<file path="src/rtl/clic_nest_pkg.sv">
//------------------------------------------------------------------------------
// Module : common_pkg
// Brief  : Default configuration constants and types shared by the CLIC.
// Rev    : 1.0  initial release
//------------------------------------------------------------------------------
`default_nettype none

package common_pkg;

    localparam int CLIC_N_IRQ       = 8;
    localparam int CLIC_PRIO_W      = 3;
    localparam int CLIC_STACK_DEPTH = 4;

    typedef logic [CLIC_PRIO_W-1:0]           clic_prio_t;
    typedef logic [$clog2(CLIC_N_IRQ+1)-1:0]  clic_idx_t;

endpackage

`default_nettype wire

</file>
<file path="src/rtl/clic_nest_arb.sv">
//------------------------------------------------------------------------------
// Module : clic_arb
// Brief  : Combinational max-priority reduction tree; ties go to the higher index.
// Rev    : 1.0  initial release
//------------------------------------------------------------------------------
`default_nettype none

module clic_arb
    import common_pkg::*;
#(
    parameter int N_IRQ  = CLIC_N_IRQ,
    parameter int PRIO_W = CLIC_PRIO_W,
    parameter int IDX_W  = $clog2(N_IRQ+1)
) (
    input  logic [N_IRQ-1:0]        cand,
    input  logic [N_IRQ*PRIO_W-1:0] prio_vec,
    output logic                    valid,
    output logic [IDX_W-1:0]        idx,
    output logic [PRIO_W-1:0]       prio
);

    localparam int C_LEAVES = 1 << $clog2(N_IRQ);

    logic              w_v [C_LEAVES];
    logic [IDX_W-1:0]  w_i [C_LEAVES];
    logic [PRIO_W-1:0] w_p [C_LEAVES];

    always_comb begin
        for (int l = 0; l < C_LEAVES; l++) begin
            if (l < N_IRQ) begin
                w_v[l] = cand[l];
                w_i[l] = IDX_W'(l);
                w_p[l] = prio_vec[l*PRIO_W +: PRIO_W];
            end else begin
                w_v[l] = 1'b0;
                w_i[l] = '0;
                w_p[l] = '0;
            end
        end
        // In-place pairwise reduction; the odd (higher-index) entry wins ties.
        for (int w = C_LEAVES / 2; w >= 1; w = w / 2) begin
            for (int k = 0; k < w; k++) begin
                if (w_v[2*k+1] && (!w_v[2*k] || (w_p[2*k+1] >= w_p[2*k]))) begin
                    w_v[k] = 1'b1;
                    w_i[k] = w_i[2*k+1];
                    w_p[k] = w_p[2*k+1];
                end else begin
                    w_v[k] = w_v[2*k];
                    w_i[k] = w_i[2*k];
                    w_p[k] = w_p[2*k];
                end
            end
        end
        valid = w_v[0];
        idx   = w_v[0] ? w_i[0] : IDX_W'(N_IRQ);
        prio  = w_v[0] ? w_p[0] : '0;
    end

endmodule

`default_nettype wire

</file>
<file path="src/rtl/clic_nest.sv">
//------------------------------------------------------------------------------
// Module : clic_nest
// Brief  : Core-local interrupt controller with nested-preemption threshold
//          stack. Define CLIC_EDGE_EN to build edge-triggered source support.
// Rev    : 1.0  initial release
//------------------------------------------------------------------------------
`default_nettype none

module clic_nest
    import common_pkg::*;
#(
    parameter int N_IRQ       = CLIC_N_IRQ,
    parameter int PRIO_W      = CLIC_PRIO_W,
    parameter int STACK_DEPTH = CLIC_STACK_DEPTH,
    parameter int IDX_W       = $clog2(N_IRQ+1),
    parameter int DEPTH_W     = $clog2(STACK_DEPTH+1)
) (
    input  logic               clk,
    input  logic               rst,
    input  logic [N_IRQ-1:0]   irq_src,
    input  logic               cfg_we,
    input  logic [IDX_W-1:0]   cfg_idx,
    input  logic [PRIO_W-1:0]  cfg_prio,
    input  logic               cfg_en,
    input  logic               cfg_edge,
    output logic               irq_req,
    output logic [IDX_W-1:0]   irq_id,
    output logic [PRIO_W-1:0]  irq_prio,
    input  logic               irq_ack,
    input  logic               irq_ret,
    output logic [PRIO_W-1:0]  threshold,
    output logic [DEPTH_W-1:0] depth,
    output logic               err
);

    localparam int                 C_SP_W = (STACK_DEPTH > 1) ? $clog2(STACK_DEPTH) : 1;
    localparam logic [IDX_W-1:0]   C_NONE = IDX_W'(N_IRQ);
    localparam logic [DEPTH_W-1:0] C_FULL = DEPTH_W'(STACK_DEPTH);

    logic [N_IRQ-1:0]        r_pend;
    logic [N_IRQ-1:0]        r_en;
    logic [N_IRQ*PRIO_W-1:0] r_prio;
    logic [PRIO_W-1:0]       r_stack [STACK_DEPTH];

    logic [N_IRQ-1:0]        w_sel;
    logic [N_IRQ-1:0]        w_ack_hit;
    logic [N_IRQ-1:0]        w_cand;
    logic                    w_ack;
    logic                    w_ret_ok;
    logic                    w_thr_wr;
    logic                    w_arb_valid;
    logic [IDX_W-1:0]        w_arb_idx;
    logic [PRIO_W-1:0]       w_arb_prio;

    assign w_ack    = irq_ack & irq_req;
    assign w_ret_ok = irq_ret & (depth != '0);
    assign w_thr_wr = cfg_we & (cfg_idx == C_NONE);

    always_comb begin
        for (int i = 0; i < N_IRQ; i++) begin
            w_sel[i]     = cfg_we && (cfg_idx == IDX_W'(i));
            w_ack_hit[i] = w_ack && (irq_id == IDX_W'(i));
            w_cand[i]    = r_pend[i] & r_en[i] & (r_prio[i*PRIO_W +: PRIO_W] > threshold);
        end
    end

`ifdef CLIC_EDGE_EN
    logic [N_IRQ-1:0] r_edge;
    logic [N_IRQ-1:0] r_src_q;

    always_ff @(posedge clk) begin
        if (rst) begin
            r_edge  <= '0;
            r_src_q <= '0;
        end else begin
            r_src_q <= irq_src;
            for (int i = 0; i < N_IRQ; i++) begin
                if (w_sel[i]) r_edge[i] <= cfg_edge;
            end
        end
    end
`else
    logic w_unused_cfg;
    assign w_unused_cfg = cfg_edge ^ (|w_ack_hit);
`endif

    always_ff @(posedge clk) begin
        if (rst) begin
            r_pend <= '0;
            r_en   <= '0;
            r_prio <= '0;
        end else begin
            for (int i = 0; i < N_IRQ; i++) begin
                if (w_sel[i]) begin
                    r_en[i]                     <= cfg_en;
                    r_prio[i*PRIO_W +: PRIO_W] <= cfg_prio;
                end
`ifdef CLIC_EDGE_EN
                // A fresh edge in the ack cycle outranks the clear.
                if (r_edge[i])
                    r_pend[i] <= (r_pend[i] & ~w_ack_hit[i]) | (irq_src[i] & ~r_src_q[i]);
                else
                    r_pend[i] <= irq_src[i];
`else
                r_pend[i] <= irq_src[i];
`endif
            end
        end
    end

    clic_arb #(
        .N_IRQ  (N_IRQ),
        .PRIO_W (PRIO_W),
        .IDX_W  (IDX_W)
    ) u_arb (
        .cand     (w_cand),
        .prio_vec (r_prio),
        .valid    (w_arb_valid),
        .idx      (w_arb_idx),
        .prio     (w_arb_prio)
    );

    // Squash for one cycle after an accepted ack so the new threshold applies.
    always_ff @(posedge clk) begin
        if (rst || w_ack) begin
            irq_req  <= 1'b0;
            irq_id   <= C_NONE;
            irq_prio <= '0;
        end else begin
            irq_req  <= w_arb_valid;
            irq_id   <= w_arb_idx;
            irq_prio <= w_arb_prio;
        end
    end

    always_ff @(posedge clk) begin
        if (rst) begin
            threshold <= '0;
            depth     <= '0;
            err       <= 1'b0;
            for (int s = 0; s < STACK_DEPTH; s++) r_stack[s] <= '0;
        end else begin
            if (w_ack && w_ret_ok) begin
                threshold <= irq_prio;
            end else if (w_ack) begin
                threshold <= irq_prio;
                if (depth == C_FULL) begin
                    err <= 1'b1;
                end else begin
                    r_stack[C_SP_W'(depth)] <= threshold;
                    depth                   <= depth + 1'b1;
                end
            end else if (w_ret_ok) begin
                threshold <= r_stack[C_SP_W'(depth - 1'b1)];
                depth     <= depth - 1'b1;
            end else if (w_thr_wr && (depth == '0)) begin
                threshold <= cfg_prio;
            end
            if (irq_ret && (depth == '0)) err <= 1'b1;
        end
    end

endmodule

`default_nettype wire

</file>
<file path="config.mk">
export PLATFORM = sky130hd
export DESIGN_NAME = clic_nest
export DESIGN_NICKNAME = d
export VERILOG_FILES = /design/src/rtl/clic_nest_pkg.sv /design/src/rtl/clic_nest_arb.sv /design/src/rtl/clic_nest.sv
export SDC_FILE = /design/constraint.sdc
export NUM_CORES = 1
export LEC_CHECK = 0
export ABC_AREA = 1
export CAP_MARGIN = 20
export CORE_UTILIZATION = 58
export CTS_CLUSTER_DIAMETER = 30
export DETAILED_ROUTE_END_ITERATION = 10
export PLACE_DENSITY = 0.79
export SLEW_MARGIN = 20
export SYNTH_ARGS = -nofsm -noshare
export SYNTH_HDL_FRONTEND = slang
export SYNTH_SLANG_ARGS = --single-unit
</file>
<file path="constraint.sdc">
create_clock -name clk -period 5.2 [get_ports clk]
set_clock_uncertainty 0.2 [all_clocks]
set_input_delay 0.78 -clock clk [delete_from_list [all_inputs] [get_ports clk]]
set_output_delay 0.78 -clock clk [all_outputs]
set_load 0.01 [all_outputs]
</file>
# ---- Word level (Yosys, flattened, before mapping)
# Memories as Yosys holds them, arrays and structs flattened.
# Cells that the tools add are included.
dict set report classes {
  n_addsub 2
  magnitude_cmp 15
  eq_ne 11
  n_mux 42
  bitwise 21
  reduce_logical 44
}
# op count
set op_table {}
lappend op_table {{two-way mux 3 bit} 16}
lappend op_table {{> comparator 3 bit} 8}
lappend op_table {{two-way mux 1 bit} 23}
lappend op_table {{>= comparator 3 bit} 7}
lappend op_table {{AND 1 bit} 19}
lappend op_table {{logical AND 1 bit} 18}
lappend op_table {{equality test 4 x 3 -> 1 bit, second input constant} 4}
lappend op_table {{equality test 4 x 2 -> 1 bit, second input constant} 2}
lappend op_table {{logical OR 1 bit} 8}
lappend op_table {{zero test 1 bit} 7}
lappend op_table {{two-way mux 2 bit} 3}
lappend op_table {{AND reduction 3 bit} 2}
lappend op_table {{nonzero test 2 bit} 3}
lappend op_table {{equality test 4 x 1 -> 1 bit, second input constant} 1}
lappend op_table {{equality test 4 bit, second input constant} 1}
lappend op_table {{zero test 4 bit} 1}
lappend op_table {{nonzero test 4 bit} 1}
lappend op_table {{adder 3 x 1 -> 3 bit, second input constant} 1}
lappend op_table {{equality test 3 bit, second input constant} 1}
lappend op_table {{zero test 3 bit} 1}
lappend op_table {{nonzero test 3 bit} 1}
lappend op_table {{OR reduction 3 bit} 1}
lappend op_table {{subtractor 3 x 1 -> 3 bit, second input constant} 1}
lappend op_table {{inequality test 2 x 1 -> 1 bit, second input constant} 1}
lappend op_table {{other kinds (3)} 4}
dict set report totals {
  ff_bits 55
  ramBits 12
  input_bits 22
  output_inout_bits 15
  word_cells 159
  n_memories 1
}
# name depth word_bits rd rd_clocked_by_memory_dff wr line_no
set mem_list {}
lappend mem_list {r_stack 4 3 1 0 4 clic_nest.sv:43} ;# logic [PRIO_W-1:0] r_stack [STACK_DEPTH];

# ---- Longest topological paths before layout
# Gate-level depths: netlist of run 1.
dict set report logic_depth {
  word_depth 16
  mapped_depth 30
  depth_no_buf 30
}

# ---- Cells and area by module
# From an unflattened synthesis of run 1, not the netlist that was laid out.
dict set report hier_totals {
  hier_cells 609
  hier_area_um2 4351.7
}
# mod instances cells_per_inst area_per_inst_um2 seq_area_each_um2
set modules_own_cells {}
lappend modules_own_cells {clic_nest 1 410 3291.9 1461.4}
lappend modules_own_cells {clic_arb 1 199 1059.8 0.0}

# ---- Worst setup path after synthesis of run 1
# Ideal clock, no wire load.
dict set report synth_timing {
  kind {register -> register}
  startpoint {register threshold[2]}
  endpoint {register irq_id[0]}
  setup_time_ps 113
  t_arrival_ps 3525
  required_time_ps 4887
  path_slack_ps 1361
  stages_incl_launch_ff 29
  path_buffers 0
  synth_period_minus_slack_ps 3839
  path_cell_list {dfxtp_1 inv_1 ha_1 nand3_1 nand2_1 inv_2 nand2_2 o21bai_2 inv_1 nand2_1 nand2_1 ha_1 nand2_1 o211a_1 nand2_1 nand2_1 inv_1 nand3_1 nand2_1 inv_1 ha_1 o21ai_0 nand2_1 a21oi_1 nand2_4 nand2_4 nand2_1 nor2_1 nor2_1}
}
dict set report synth_between {
  elab_chain_cells 16
  word_cells_on_any_way 62
  classes_between {order compare (11); mux (20); bitwise (9); reduce/logical (22)}
}
# element line_no
set synth_lines {}
lappend synth_lines {{from (decl)} clic_nest.sv:31} ;# output logic [PRIO_W-1:0] threshold,
lappend synth_lines {{from (signal assigned)} clic_nest.sv:144} ;# threshold <= irq_prio;
lappend synth_lines {{from (signal assigned)} clic_nest.sv:146} ;# threshold <= irq_prio;
lappend synth_lines {{from (signal assigned)} clic_nest.sv:154} ;# threshold <= r_stack[C_SP_W'(depth - 1'b1)];
lappend synth_lines {{> comparator 3 bit} clic_nest.sv:63} ;# w_cand[i] = r_pend[i] & r_en[i] & (r_prio[i*PRIO_W +: PRIO_W] > threshold);
lappend synth_lines {{AND 1 bit} clic_nest.sv:63}
lappend synth_lines {{zero test 1 bit} clic_nest_arb.sv:43} ;# if (w_v[2*k+1] && (!w_v[2*k] || (w_p[2*k+1] >= w_p[2*k]))) begin
lappend synth_lines {{logical OR 1 bit} clic_nest_arb.sv:43}
lappend synth_lines {{logical AND 1 bit} clic_nest_arb.sv:43}
lappend synth_lines {{two-way mux 3 bit or two-way mux 1 bit (tied branches)} clic_nest_arb.sv:43}
lappend synth_lines {{>= comparator 3 bit or zero test 1 bit (tied branches)} clic_nest_arb.sv:43}
lappend synth_lines {{logical OR 1 bit} clic_nest_arb.sv:43}
lappend synth_lines {{logical AND 1 bit} clic_nest_arb.sv:43}
lappend synth_lines {{two-way mux 3 bit or two-way mux 1 bit (tied branches)} clic_nest_arb.sv:43}
lappend synth_lines {{>= comparator 3 bit or zero test 1 bit (tied branches)} clic_nest_arb.sv:43}
lappend synth_lines {{logical OR 1 bit} clic_nest_arb.sv:43}
lappend synth_lines {{logical AND 1 bit} clic_nest_arb.sv:43}
lappend synth_lines {{two-way mux 1 bit} clic_nest_arb.sv:43}
lappend synth_lines {{NOT 1 bit (no line)} --}
lappend synth_lines {{OR reduction 2 bit (no line)} --}
lappend synth_lines {{to (signal assigned)} clic_nest.sv:131} ;# irq_id <= w_arb_idx;
lappend synth_lines {{to (decl)} clic_nest.sv:27} ;# output logic [IDX_W-1:0] irq_id,
# Several ways; a longest one is shown, not always the timed one.
# A chain may end at the register's enable or synchronous reset.

# ---- Final worst setup path of run 1
dict set report layout_timing {
  startpoint {register threshold[2]}
  endpoint {register irq_prio[2]}
}
dict set report layout_between {
  elab_chain_cells 16
  word_cells_on_any_way 56
  classes_between {order compare (11); mux (14); bitwise (9); reduce/logical (22)}
}
# element line_no
set layout_lines {}
lappend layout_lines {{> comparator 3 bit} clic_nest.sv:63}
lappend layout_lines {{AND 1 bit} clic_nest.sv:63}
lappend layout_lines {{zero test 1 bit} clic_nest_arb.sv:43}
lappend layout_lines {{logical OR 1 bit} clic_nest_arb.sv:43}
lappend layout_lines {{logical AND 1 bit} clic_nest_arb.sv:43}
lappend layout_lines {{two-way mux 3 bit or two-way mux 1 bit (tied branches)} clic_nest_arb.sv:43}
lappend layout_lines {{>= comparator 3 bit or zero test 1 bit (tied branches)} clic_nest_arb.sv:43}
lappend layout_lines {{logical OR 1 bit} clic_nest_arb.sv:43}
lappend layout_lines {{logical AND 1 bit} clic_nest_arb.sv:43}
lappend layout_lines {{two-way mux 3 bit or two-way mux 1 bit (tied branches)} clic_nest_arb.sv:43}
lappend layout_lines {{>= comparator 3 bit or zero test 1 bit (tied branches)} clic_nest_arb.sv:43}
lappend layout_lines {{logical OR 1 bit} clic_nest_arb.sv:43}
lappend layout_lines {{logical AND 1 bit} clic_nest_arb.sv:43}
lappend layout_lines {{two-way mux 1 bit} clic_nest_arb.sv:43}
lappend layout_lines {{NOT 1 bit (no line)} --}
lappend layout_lines {{OR reduction 2 bit (no line)} --}
lappend layout_lines {{to (signal assigned)} clic_nest.sv:132} ;# irq_prio <= w_arb_prio;
lappend layout_lines {{to (decl)} clic_nest.sv:28} ;# output logic [PRIO_W-1:0] irq_prio,
# Several ways; a longest one is shown, not always the timed one.

==> results of run 1 <==
[critical path, stage by stage (launching register included)]
cell      delay, ns
dfxtp_1        0.33
inv_1          0.46
ha_1           0.37
a21oi_1        0.15
nand2_1        0.06
nand2_1        0.09
o21bai_2       0.15
inv_1          0.11
nand2_1        0.11
nand2_1        0.07
ha_1           0.31
nand2_1        0.06
o211a_1        0.20
nand2_1        0.07
nand2_1        0.13
inv_1          0.16
nand3_1        0.09
nand2_1        0.09
inv_1          0.05
ha_1           0.28
o21ai_0        0.16
nand2_1        0.06
a21oi_1        0.28
nand2_4        0.10
nand2_4        0.09
nor2_4         0.05
nand2_1        0.05
nand2_1        0.08
[cells by family (layout without fill, tap and decap cells)]
logic type               count (synthesis)  after routing  synth area share, %
AND/OR/NAND/NOR                        253            253                27.46
AO/OA/AOI/OAI                          103            103                13.97
buffers and inverters                   94            137                8.569
flip-flops                              67             67                35.24
adder cells (fa/ha/maj)                 48             48                14.48
multiplexers                             1              1               0.2716
[synth_stat cells (all sizes together) (5+ instances only)]
master | count | area (um^2)
inv | 83 | 311.5
o21ai | 49 | 256.5
nand2 | 118 | 485.5
ha | 48 | 600.6
nor2 | 89 | 389.1
edfxtp | 12 | 360.4
nand3 | 35 | 187.7
clkbuf | 5 | 18.77
dfxtp | 55 | 1101
o221ai | 6 | 52.55
a21oi | 40 | 204.0
[final cells by class]
cell class                      count  share of cell area (%)
Clock buffer                        9                   2.573
Clock inverter                      7                   2.105
Inverter                           85                   6.653
Multi-Input combinational cell    405                   48.39
Sequential cell                    67                   30.35
Tap cell                           96                   2.495
Timing Repair Buffer               36                   7.432
[per-stage QoR]
stage	setup WS (ns)	power, mW	utilization (%)
floorplan	1.361	0.9838	-
global placement	0.8594	1.126	67.18
detailed placement	0.7181	1.152	67.18
CTS	0.6890	1.648	70.48
global route	0.2604	1.758	70.48
finish	0.6786	1.656	70.48
[final timing paths]
check / endpoint / slack, ns / cells past startpoint
setup reg to reg: irq_prio[2]$_SDFF_PP0_ / 0.68 / 27
hold / removal: err$_SDFFE_PP0P_ / 0.26 / 2
hold reg to reg: err$_SDFFE_PP0P_ / 0.26 / 2
setup / recovery: irq_prio[2]$_SDFF_PP0_ / 0.68 / 27
[report_power, final]
part,internal (mW),switching (mW),leakage [nW]
Sequential,0.561,0.0483,0.572
Clock,0.273,0.233,0.106
Combinational,0.221,0.320,1.56
Total,1.06,0.601,2.24
[state kept, by name, indices dropped and copies added, names as in the netlist]
name and count:
r_pend 8, irq_prio 3, r_prio 24, depth 3
threshold 3, err 1, r_en 8, irq_req 1
r_stack 12, irq_id 4
[routing by layer]
layer / track usage (%) / vias to the layer above
li1: - / 1925
met1: 37.98 / 1794
met2: 49.57 / 108
met3: 5.048 / 18
met4: 11.06 / 0
met5: 0 / -
==> flow_summary.ini, run 1 <==
[route]
drtIter0Drc = 279
dr.max_layer_used = met4
wl_met3_um = 511
wl_met1_um = 4610
wl_per_cell_um = 14.30
dr_wl_met2_um = 4777
detail_route.vias_per_cell = 5.454
firstDrtPassIters = 5
drc = 0
vias = 3845
final_antenna_net_count = 0
wl_um = 10080

[clocking]
clock-sinks = 67
clkSlewWorstSetupHoldPaths_ns = 0.08
cts_tree = done
postCtsSetupRepairBufs = 0
cts_inserted_buffers = 9
worstSkewPairLatency_ns = 0.36
clock_path_buffers = 2
cts_root_buffer = clkbuf_8
htree_num_levels = 3
cts_hold_buf = 0
cts_resized = 0

[power]
powerDensity_nw_per_um2 = 344.0
p_leak_nw = 2.240
vdd_drop_max_mv = 0.2572

[die]
die_area_um2 = 7491
core_region_area_um2 = 6832
io_pins = 37
die_w_um = 86.55
rows = 30
start_util_pct = 60.70
chipHeight_um = 86.55

[timing]
final.setup.tns_ns = 0
setup_viol = 0
rsz0062_at_grt = no
period_share_pct = 86.95
worst_pin_slew_ns = 0.6382
max_clock_freq_mhz = 221.2
min_period_ns = 4.521
hold_slack_ns = 0.2640
hold_viol = 0
max_slew_margin_pct = 57.40
slew_violations = 0

[synth]
ys_types = 35
synthCells = 566
synth.avg_cell_area_um2 = 7.326
syn_nets = 636
netlist_area_um2 = 4146
synth_seq_area_share_pct = 35.24
ys_async_sr_fraction_pct = 0
synth_flop_cell = dfxtp_1
yosys_register_bits = 67
yosys_warnings = 0
synth_edf_count = 12

[layout]
final_cell_mix = nand2_1 (107), inv_1 (79), nor2_1 (77), dfxtp_1 (55), ha_1 (48)
stdcell_count = 705
final_common_cell = nand2_1
nNetsFinal = 674
nFillCells = 547
multi_input_comb_area_um2 = 2330
area.sequential_um2 = 1461
area_growth_pct = 16.11
diodes = 0
drive_gt1_share_pct = 8.374
postLayoutCellArea_um2 = 4815

[critical_path]
crit_path_end_kind = register
path_class = reg -> reg
arrival_ns = 4.56
rr_startpoint = threshold[2]$_SDFFE_PP0P_
worstSetupStartpoint = threshold[2]$_SDFFE_PP0P_
cp_max_fo = 12
cp.required_ns = 5.24
startpoint_type = register

[placement]
place.detailed.hpwl_um = 7349
placed_cell_area_um2 = 4589
place.gp.congestion = 0.8992
io_buffers = 35
numPlacedInstances = 689

[grt]
grt_usage_pct = 29.47
grt_pass1_vias = 3689
globalRouteOverflowTotal = 0
grt_start_max_net_pins = 43
grt_pass1_wl_um = 16880
antenna_found_initial = 0

[run]
drv_cap = 0

[min_path]
hold_path_class = reg -> reg
worstHoldStart = err$_SDFFE_PP0P_

[outcome]
status = finished clean
Power figures use the tool's default switching activity.
==> run 2: changes to the inputs <==
--- a/config.mk
+++ b/config.mk
@@ -7,11 +7,13 @@
 export LEC_CHECK = 0
 export ABC_AREA = 1
 export CAP_MARGIN = 20
-export CORE_UTILIZATION = 58
+export CORE_UTILIZATION = 59
 export CTS_CLUSTER_DIAMETER = 30
 export DETAILED_ROUTE_END_ITERATION = 10
-export PLACE_DENSITY = 0.79
+export PLACE_DENSITY = 0.8
+export SETUP_SLACK_MARGIN = 0.4
 export SLEW_MARGIN = 20
 export SYNTH_ARGS = -nofsm -noshare
 export SYNTH_HDL_FRONTEND = slang
+export SYNTH_HIERARCHICAL = 1
 export SYNTH_SLANG_ARGS = --single-unit
==> flow_summary.ini, run 2 <==
[timing]
hold_viol = 0
final.setup.tns_ns = 0
period_share_pct = 89.06
slew_violations = 0
worst_pin_slew_ns = 0.8181
max_slew_margin_pct = 45.29
setup_viol = 0
min_period_ns = 4.631
max_clock_freq_mhz = 215.9
rsz0062_at_grt = no

[synth]
synth_area_leaders = dfxtp_1 (25%), ha_1 (14%), nand2_1 (11%)
synth_flop_cell = dfxtp_1
yosys_register_bits = 67
yosys_warnings = 6
synth.avg_cell_area_um2 = 7.146
ys_async_sr_fraction_pct = 0
synthCells = 609
yosysMostFrequentCell = nand2_1
ys_types = 37
synth_seq_area_share_pct = 33.58
synth_common_cells = nand2_1 (128), inv_1 (100), nor2_1 (58)
synth_top_area_share_pct = 25.30
synth_edf_count = 12
yosys.area.top_type = dfxtp_1
netlist_area_um2 = 4352
syn_nets = 679

[grt]
grt_usage_pct = 29.29
grt_pass1_wl_um = 17100
grt_pass1_vias = 3740
grt_start_max_net_pins = 36
globalRouteOverflowTotal = 0
antenna_found_initial = 0

[critical_path]
arrival_ns = 4.67
crit_path_end_kind = register
path_common_cell = nand2_1
cpMaxStageDelayCell = dfxtp_4
cp_max_fo = 5
cp.required_ns = 5.23
path_class = reg -> reg
max_stage_delay_ns = 0.40
critPathTopFamily = simple AND/OR/NAND/NOR gates
startpoint_type = register
critPathBufInv = 4

[route]
final_antenna_net_count = 0
wl_um = 10700
wl_per_cell_um = 14.01
drc = 0
drtIter0Drc = 308
vias = 4119
firstDrtPassIters = 5
detail_route.vias_per_cell = 5.391

[power]
p_leak_nw = 2.460
vdd_drop_max_mv = 0.1924
finalPower_mw = 1.369
powerDensity_nw_per_um2 = 265.6

[clocking]
clock-sinks = 67
clkSlewWorstSetupHoldPaths_ns = 0.08
worstSkewPairLatency_ns = 0.35
clock_path_buffers = 2
htree_num_levels = 3
cts_hold_buf = 0
cts_tree = done
cts_inserted_buffers = 9
cts_root_buffer = clkbuf_8

[layout]
diodes = 0
top_regs = r_prio: 24 flops, r_stack: 12 flops
nNetsFinal = 733
final_common_cell = nand2_1
drive_gt1_share_pct = 13.47
stdcell_count = 764
largest_reg_flops = 24
final_cell_mix = nand2_1 (127), inv_1 (97), nor2_1 (57), nand3_1 (53), dfxtp_1 (53)
area_growth_pct = 18.46
top_register = r_prio

[die]
rows = 30
io_pins = 37
die_area_um2 = 7723
chipHeight_um = 87.88
core_region_area_um2 = 6944
die_w_um = 87.88
start_util_pct = 62.67

[placement]
numPlacedInstances = 735
place.detailed.hpwl_um = 7859
place.gp.congestion = 0.8515
io_buffers = 35

[run]
drv_cap = 0

[min_path]
hold_path_class = reg -> reg

[outcome]
status = finished clean
run 2: changes by cell type in the layout (fill, tap and decap cells not counted), moves of 6 or more:
| cell | delta |
|---|---|
| and2_1 | +8 |
| buf_4 | +13 |
| inv_1 | +18 |
| nand2_1 | +20 |
| nand3_1 | +19 |
| nor2_1 | -20 |
| o21ai_0 | -14 |
| o221ai_1 | -6 |
run 2: cell type report:
cell class	instances	area, um^2
clock buffers	9	123.9
clock inverters	7	43.79
fillers	556	1789
inverters	110	429.2
multi-input cells	425	2509
flip-flops and latches	67	1466
well taps	96	120.1
repair buffers	49	455.4
repair inverters	1	7.507
run 2: repair_timing:
item,CTS,global route
gates resized for setup,0,21
setup buffers,0,12
endpoints found under the setup margin,0,6
run 2: per-stage QoR:
stage	setup slack, ns	area (um^2)	hold slack, ns	util, %
after floorplan	1.171	4352	0.2416	-
after global placement	0.6551	4801	0.2366	69.14
after detailed placement	0.5469	4801	0.2440	69.14
after CTS	0.5133	4969	0.2547	71.55
after global routing	0.2896	5155	0.3037	74.23
final	0.5687	5155	0.2547	74.23
run 2: final timing paths:
kind / from / slack, ns / cells past startpoint / end
max: threshold[1]$_SDFFE_PP0P_ / 0.57 / 29 / irq_id[0]$_SDFF_PP0_
max reg2reg: threshold[1]$_SDFFE_PP0P_ / 0.57 / 29 / irq_id[0]$_SDFF_PP0_
min reg2reg: err$_SDFFE_PP0P_ / 0.25 / 2 / err$_SDFFE_PP0P_
min: err$_SDFFE_PP0P_ / 0.25 / 2 / err$_SDFFE_PP0P_
run 2: worst reg2reg max path, delay by kind of cell, from the launching register on:
kind	cells	cell delay [ns]
compound gates	3	0.43
flops	1	0.40
simple gates	19	2.20
fa+ha+maj	3	0.82
buf+inv	4	0.44
run 2: cell families (layout without fill, tap and decap cells):
logic type,Yosys count,count (layout),share of synthesized area (%)
mux,1,1,0.2300
xor+xnor,2,2,0.4026
fa+ha+maj,48,48,13.80
buf+inv,117,176,10.52
compound gates,81,81,10.15
simple gates,293,293,31.31
flops,67,67,33.58
run 2: metal layers:
metal | global-route usage (%) | wire [um] | vias up
met3 | 3.864 | 610 | 23
met2 | 49.05 | 5049 | 140
met5 | 0 | 0 | -
met1 | 37.26 | 4729 | 1899
li1 | - | - | 2057
met4 | 14.16 | 314 | 0
run 2: report_power, final:
group          leakage (nW)  internal, mW  switching (mW)
combinational          1.80         0.167           0.236
sequential            0.572         0.552          0.0308
clock                0.0852         0.171           0.211
==> run 3: changes to the inputs <==
--- a/config.mk
+++ b/config.mk
@@ -12,7 +12,6 @@
 export DETAILED_ROUTE_END_ITERATION = 10
 export PLACE_DENSITY = 0.8
 export SETUP_SLACK_MARGIN = 0.4
-export SLEW_MARGIN = 20
 export SYNTH_ARGS = -nofsm -noshare
 export SYNTH_HDL_FRONTEND = slang
 export SYNTH_HIERARCHICAL = 1
==> results of run 3 <==
No change in the layout: final DEF, timing and power equal those of run 2.
==> patch: new RTL, config.mk and constraints of run 2 <==
The package constant `CLIC_N_IRQ` goes from 8 to 16.
--- a/src/rtl/clic_nest_pkg.sv
+++ b/src/rtl/clic_nest_pkg.sv
@@ -9,3 +9,3 @@
 
-    localparam int CLIC_N_IRQ       = 8;
+    localparam int CLIC_N_IRQ       = 16;
     localparam int CLIC_PRIO_W      = 3;
Ports: changed (resized cfg_idx, irq_id and irq_src); port bits go from 37 to 47. The function was not compared with the original's and may differ.
==> patch against run 2 <==
- the run now fails in global routing
- synthesized area grew 73%
==> patch: results (changes against run 2) <==
| Metric | Value |
|---|---|
| Status | `stopped before the end (was complete, no violations)` |
| Stopping stage | `global routing` |
| Err | `[ERROR GRT-0232] Routing congestion too high. Check the congestion heatmap in the GUI.` |
| Clock sink count | `108 (was 67)` |
| Cell area after placement | `9223 µm² (was 4801 µm²)` |
| RD Place Congestion | `0.8676 (was 0.8515)` |
| Top FF cell, synth | `dfxtp_1 (unchanged)` |
| Dominant cells by area after synthesis | `dfxtp_1 25%, ha_1 16%, nand2_1 13% (was dfxtp_1 25%, ha_1 14%, nand2_1 11%)` |
| Pin count of the biggest net entering global routing | `52` |
| Post-synthesis mux area share | `0 (was 0.002300)` |
| EDFF count, synth | `12 (unchanged)` |
| Register area share after synthesis | `0.3027 (was 0.3358)` |
| Post-synthesis xor/xnor area fraction | `0.002324 (was 0.004025)` |
| CTS H-tree depth | `3 (unchanged)` |
| Maximum buffer depth of the clock tree | `2 (unchanged)` |
| Post-Synth Adder-Cell Area | `0.1593 (was 0.1380)` |
| CTS root buf | `clkbuf_16 (was clkbuf_8)` |
| Async S/R FF share, synth | `0 (unchanged)` |
| Compound-Gate Fraction of Synth Area | `0.1168 (was 0.1015)` |
| YS warnings | `6 (unchanged)` |
| Num CTS Buffers | `9 (unchanged)` |
| Synth cell count leaders | `253 x nand2_1, 187 x inv_1, 111 x nor2_1 (was 128 x nand2_1, 100 x inv_1, 58 x nor2_1)` |
| Syn nets | `1227 (was 679)` |
| GR Overflow Total | `148` |
| Worst endpoint after global-route timing repair | `irq_id[1]$_SDFF_PP0_/D` |
| Site Rows | `40 (was 30)` |
| Port Buffers | `45 (was 35)` |
| Worst_ep kind | `register input` |
| Tot GR Track Use | `0.8145` |
| Dpl ws | `-0.3906 ns (was 0.5469 ns)` |
| HPWL Detailed | `14590 µm (was 7859 µm)` |
| Synth unique cells | `40 (was 37)` |
==> patch: changes by cell type after synthesis, sizes merged, moves of 41 or more <==
cell	delta
nand2	+128
inv	+87
nor2	+55
nand3	+49
ha	+48
dfxtp	+41
==> patch: cells by family after synthesis <==
group,after synthesis
and+or+nand+nor,520
buffers and inverters,221
AOI/OAI and AO/OA,153
DFF,108
adders and majority gates,96
xor gates and xnor gates,2
==> patch: timing repair <==
item,in CTS
resized for setup,151
setup endpoints to repair,7
setup buffers,86
gates cloned,2
pin swaps,115
endpoints found under the hold margin,0
==> patch: layer usage <==
metal	track usage	GRT overflow
met5	0.3185	0
met4	0.8866	50
met3	0.6537	1
met2	0.9855	95
met1	0.7915	2
==> patch: stage by stage <==
stage	hold WS, ns	TNS (ns)	instances
floorplan	0.2307	-0.2662	1100
global placement	0.2394	-1.299	1428
detailed placement	0.2416	-2.430	1428
CTS	0.2519	-0.4123	1532
